==> config.mk <==
export PLATFORM = sky130hd
export DESIGN_NAME = instr_fetch_unit
export DESIGN_NICKNAME = d
export VERILOG_FILES = /design/src/rtl/instr_fetch_unit.sv
export SDC_FILE = /design/constraint.sdc
export NUM_CORES = 1
export LEC_CHECK = 0
export CAP_MARGIN = 20
export CORE_MARGIN = 2
export CORE_UTILIZATION = 25
export CTS_CLUSTER_SIZE = 28
export DETAILED_ROUTE_END_ITERATION = 6
export HOLD_SLACK_MARGIN = 0.06
export PLACE_DENSITY_LB_ADDON = 0.05
export RECOVER_POWER = 100
export SETUP_SLACK_MARGIN = 0.1
export SKIP_LAST_GASP = 1
export SLEW_MARGIN = 20
export SYNTH_ARGS = -nofsm -noshare
export SYNTH_HDL_FRONTEND = slang
export SYNTH_SLANG_ARGS = --single-unit
==> constraint.sdc <==
create_clock -name clk -period 3.3 [get_ports clk]
set_input_delay 0.66 -clock clk [delete_from_list [all_inputs] [get_ports clk]]
set_output_delay 0.66 -clock clk [all_outputs]
set_load 0.02 [all_outputs]
==> src/rtl/instr_fetch_unit.sv <==
`default_nettype none
// +--------------------------------------------------------------------------+
// | instr_fetch_unit: PC/fetch stage with instruction queue, branch redirect |
// | Revision: 1.0                                                            |
// +--------------------------------------------------------------------------+
module instr_fetch_unit #(
  parameter int PROG_LEN = 5,
  parameter int DEPTH    = 2
) (
  input  logic       clk,
  input  logic       clear,
  output logic [7:0] rom_addr,
  input  logic [7:0] rom_data,
  input  logic       branch_valid,
  input  logic [7:0] branch_target,
  output logic       out_valid,
  input  logic       out_ready,
  output logic [7:0] out_instr,
  output logic [7:0] out_pc,
  output logic [7:0] retired_cnt,
  output logic       done
);

  localparam int          PW    = (DEPTH > 1) ? $clog2(DEPTH) : 1;
  localparam int          CW    = $clog2(DEPTH + 1);
  localparam logic [8:0]  C_LEN = 9'(PROG_LEN);

  typedef enum logic [1:0] {
    S_RUN   = 2'd0,
    S_DRAIN = 2'd1,
    S_DONE  = 2'd2
  } state_t;

  state_t          r_state;
  logic [7:0]      r_pc;
  logic [7:0]      r_mem_instr [DEPTH];
  logic [7:0]      r_mem_pc    [DEPTH];
  logic [PW-1:0]   r_wr_ptr;
  logic [PW-1:0]   r_rd_ptr;
  logic [CW-1:0]   r_count;
  logic            r_out_valid;
  logic [7:0]      r_out_instr;
  logic [7:0]      r_out_pc;
  logic [7:0]      r_retired;

  logic            w_pop;
  logic            w_push;
  logic            w_last;
  logic [PW-1:0]   w_rd_nxt;
  logic [CW-1:0]   w_count_nxt;
  logic [7:0]      w_head_instr;
  logic [7:0]      w_head_pc;

  always_comb begin
    w_pop       = r_out_valid & out_ready;
    w_push      = (r_state == S_RUN) && ({1'b0, r_pc} < C_LEN) &&
                  ((r_count < CW'(DEPTH)) || w_pop) && !branch_valid;
    w_last      = (({1'b0, r_pc} + 9'd1) == C_LEN);
    w_rd_nxt    = w_pop ? (r_rd_ptr + PW'(1)) : r_rd_ptr;
    w_count_nxt = r_count + CW'(w_push) - CW'(w_pop);
    // Head after this edge is the entry being written when the queue was
    // otherwise going empty; the mem slot isn't updated until the edge.
    if (w_push && (w_rd_nxt == r_wr_ptr)) begin
      w_head_instr = rom_data;
      w_head_pc    = r_pc;
    end else begin
      w_head_instr = r_mem_instr[w_rd_nxt];
      w_head_pc    = r_mem_pc[w_rd_nxt];
    end
  end

  always_ff @(posedge clk) begin
    if (clear) begin
      r_state     <= S_RUN;
      r_pc        <= 8'd0;
      r_wr_ptr    <= '0;
      r_rd_ptr    <= '0;
      r_count     <= '0;
      r_out_valid <= 1'b0;
      r_out_instr <= 8'd0;
      r_out_pc    <= 8'd0;
      r_retired   <= 8'd0;
    end else begin
      if (w_pop && (r_retired != 8'hFF)) begin
        r_retired <= r_retired + 8'd1;
      end
      if (branch_valid) begin
        r_pc        <= branch_target;
        r_wr_ptr    <= '0;
        r_rd_ptr    <= '0;
        r_count     <= '0;
        r_out_valid <= 1'b0;
        r_state     <= ({1'b0, branch_target} < C_LEN) ? S_RUN : S_DONE;
      end else begin
        if (w_push) begin
          r_mem_instr[r_wr_ptr] <= rom_data;
          r_mem_pc[r_wr_ptr]    <= r_pc;
          r_wr_ptr              <= r_wr_ptr + PW'(1);
          r_pc                  <= r_pc + 8'd1;
        end
        r_rd_ptr    <= w_rd_nxt;
        r_count     <= w_count_nxt;
        r_out_valid <= (w_count_nxt != '0);
        if (w_count_nxt != '0) begin
          r_out_instr <= w_head_instr;
          r_out_pc    <= w_head_pc;
        end
        case (r_state)
          S_RUN:   if (w_push && w_last) r_state <= S_DRAIN;
          S_DRAIN: if (r_count == '0)    r_state <= S_DONE;
          S_DONE:  r_state <= S_DONE;
          default: r_state <= S_RUN;
        endcase
      end
    end
  end

  assign rom_addr    = r_pc;
  assign out_valid   = r_out_valid;
  assign out_instr   = r_out_instr;
  assign out_pc      = r_out_pc;
  assign retired_cnt = r_retired;
  assign done        = (r_state == S_DONE);

endmodule
`default_nettype wire

==> results of run 1 <==
## worst min path at each step
stage	start	endpoint	cells past startpoint
floorplan	r_state[0]$_SDFFE_PP0P_	r_state[0]$_SDFFE_PP0P_	2
global placement	r_state[0]$_SDFFE_PP0P_	r_state[0]$_SDFFE_PP0P_	2
detailed placement	out_instr[3]$_SDFFE_PP0P_	out_instr[3]$_SDFFE_PP0P_	2
CTS	out_instr[3]$_SDFFE_PP0P_	out_instr[3]$_SDFFE_PP0P_	2
global route	out_pc[6]$_SDFFE_PP0P_	out_pc[6]$_SDFFE_PP0P_	2
finish	out_instr[3]$_SDFFE_PP0P_	out_instr[3]$_SDFFE_PP0P_	2
## Yosys cell counts (all sizes together) (2+ instances only)
cell type	n
nand2	9
buf	6
o21a	2
mux2i	17
nor3b	2
inv	10
xnor2	8
xnor3	2
nor3	6
dfxtp	39
o41ai	2
nand4	3
a211oi	3
a21oi	35
nor2b	3
clkbuf	3
mux2	16
a31oi	2
nor4b	2
ha	9
edfxtp	32
nand3	5
o21ai	3
nor2	26
## flip-flops by register name, summed over array words and instances, names as in the netlist
name and cells:
out_instr 8, out_pc 8, out_valid 1, r_count 2
r_mem_instr 16, r_mem_pc 16, r_rd_ptr 1, r_state 2
r_wr_ptr 1, retired_cnt 8, rom_addr 8
## critical path: cells and delay by family
kind,cells,cell delay [ps]
xor+xnor,1,210
buf+inv,3,650
simple gates,4,620
compound gates,3,570
fa+ha+maj,2,470
## cells by family after synthesis
family / after synthesis / share of synthesized area
DFF: 71 / 0.567
buffers and inverters: 19 / 0.0277
and+or+nand+nor: 61 / 0.110
muxes: 33 / 0.114
adders and majority gates: 9 / 0.0366
xor gates and xnor gates: 10 / 0.0399
AOI/OAI and AO/OA: 52 / 0.105
## power by group
group	total, mW	switching [mW]	internal [mW]	leakage (nW)
sequential	1.00	0.0376	0.967	0.614
clock	1.04	0.376	0.667	0.150
combinational	0.320	0.169	0.150	0.896
total	2.37	0.583	1.79	1.66
## per-layer routing
layer,share of wire,GRT usage,vias up
li1,-,-,1064
met1,0.49,0.158,986
met2,0.45,0.178,46
met3,0.041,0.0337,8
met4,0.014,0.0386,0
met5,0,0,-
## cell type report
| cell class | count | area (um2) | share of cell area |
|---|---|---|---|
| sequential | 71 | 1740 | 0.419 |
| multi-input combinational | 165 | 1240 | 0.300 |
| timing repair buffer | 65 | 626 | 0.151 |
| clock buffer | 10 | 229 | 0.0551 |
| tap | 147 | 184 | 0.0443 |
| clock inverter | 6 | 92.6 | 0.0223 |
| inverter | 10 | 37.5 | 0.00903 |
## stage by stage
step / util / setup TNS [ps] / worst slack, ps
2_1_floorplan: - / 0 / 214
3_5_place_dp: 0.322 / -4.85 / -4.85
5_1_grt: 0.346 / 0 / 117
4_1_cts: 0.349 / 0 / 337
3_3_place_gp: 0.322 / 0 / 92.7
6_report: 0.346 / 0 / 336
==> results.cfg, run 1 <==
[status]
status = complete, no violations

[final_layout]
syn2layout_area_growth_pct = 35.2
antenna_cells = 0
fin_area_um2 = 4160
final_common_cell = dlygate4sd3_1
drive_gt1_frac = 0.141
fillers = 1273
final_cell_mix = dlygate4sd3_1 (43), dfxtp_1 (39), a21oi_1 (35)
final_nets = 351
stdcell_count = 474

[min_path]
hp-class = flip-flop to flip-flop

[grt]
grt_pass1_wl_mm = 11.6
grt_max_degree = 20
grtUsageTotal = 0.116
overflow = 0
grt_pass1_vias = 2091
antenna_found_initial = 0

[worst_setup_path]
critPathCapture = out_pc[2]$_SDFFE_PP0P_
r2r_start = rom_addr[0]$_SDFFE_PP0P_
rrSetupSlack_ps = 600
cpPeakStageDelay_ps = 460
end_kind = flip-flop
worstPathMaxFanout = 17
worstSetupStartpoint = out_ready
critPathSlowestCell = clkdlybuf4s50_1
crit_path_start_kind = input pin
cp.arrival_ps = 3180
critPathRequiredTime_ps = 3510
path_cells = clkdlybuf4s50_1 -> nand2_1 -> a2111oi_4 -> nand3_1 -> ha_1 -> inv_1 -> ha_1 -> xnor3_1 -> nor2b_1 -> nor2_4 -> buf_12 -> a21oi_1 -> a21oi_1
r2r_cells = 14
critPathKind = input pin to flip-flop
timing.rr.end = out_pc[2]$_SDFFE_PP0P_

[cts]
cts_inserted_buffers = 9
tritoncts = built
clk_path_buf_depth = 2
cts_num_sinks = 71
ctsHtreeMaxLevel = 3
clk_pin_slew_worst_paths_ps = 60
root_buffer = clkbuf_16
post_cts_buffers = 0
clk_latency_ps = 330
cts_resized = 0
cts.hold.buffers_added = 0

[drt]
post_drt_wl_per_cell_um = 15.5
drc = 0
routed-via-count = 2104
ant_nets = 0
viasPerCell = 4.44
firstDrtPassIters = 4
dr.first_iter.drc_count = 63
drt-total-wl_mm = 7.32

[timing]
maxSlewViolCount = 0
skew_ps = 4.21
hold_ws_ps = 514
finalCriticalPeriod_ps = 2960
finalHoldViolCount = 0
setup_viol = 0
relSlewSlack = 0.278
worstMarginPinSlew_ps = 1080
finalCritPeriodShare = 0.898
rsz0062_at_grt = false
fmax_mhz = 337

[synthesis]
synth_area_um2 = 3070
synthCells = 255
ys_seq_area_frac = 0.567
yosysUniqueCellTypes = 45
synth_edf_count = 32
synth_top_area_frac = 0.313
ys_ff_latch = 71
ys_warn_count = 0
synth_area_leaders = edfxtp_1 (31%), dfxtp_1 (25%), a21oi_1 (5.7%)
synth_ff_type = dfxtp_1
async_flop_share = 0
synth_top_cell_by_area = edfxtp_1
syn-num-nets = 284
syn_area_per_cell_um2 = 12.1

[power_and_ir_drop]
power_density_nw_per_um2 = 570
p_leak_nw = 1.66
ir_drop_v = 0.000234
power_mw = 2.37

[floorplanning]
die_area_um2 = 13200
io_pins = 54
num_rows = 40
chipWidth_um = 115
die_y_um = 115
initial_core_util = 0.256
coreArea_um2 = 12000

[placed_design]
port_buffers = 53
post-dp-hpwl_mm = 4.93
place_area_um2 = 3870
placed_cells_incl_taps = 458
gp_congestion = 0.706

[run]
max-cap-violations = 0
No activity file was read; power rests on OpenSTA's default activity.
==> run 2: changes to the inputs <==
--- a/config.mk
+++ b/config.mk
@@ -14,7 +14,6 @@
 export PLACE_DENSITY_LB_ADDON = 0.05
 export RECOVER_POWER = 100
 export SETUP_SLACK_MARGIN = 0.1
-export SKIP_LAST_GASP = 1
 export SLEW_MARGIN = 20
 export SYNTH_ARGS = -nofsm -noshare
 export SYNTH_HDL_FRONTEND = slang
==> results of run 2 <==
The final DEF is identical to that of run 1; final timing and power are the same.
==> run 3: changes to the inputs <==
--- a/config.mk
+++ b/config.mk
@@ -8,7 +8,7 @@
 export CAP_MARGIN = 20
 export CORE_MARGIN = 2
 export CORE_UTILIZATION = 25
-export CTS_CLUSTER_SIZE = 28
+export CTS_CLUSTER_SIZE = 24
 export DETAILED_ROUTE_END_ITERATION = 6
 export HOLD_SLACK_MARGIN = 0.06
 export PLACE_DENSITY_LB_ADDON = 0.05
@@ -18,3 +18,4 @@
 export SYNTH_ARGS = -nofsm -noshare
 export SYNTH_HDL_FRONTEND = slang
 export SYNTH_SLANG_ARGS = --single-unit
+export TNS_END_PERCENT = 100
==> results of run 3 <==
The final DEF is identical to that of run 1; final timing and power are the same.
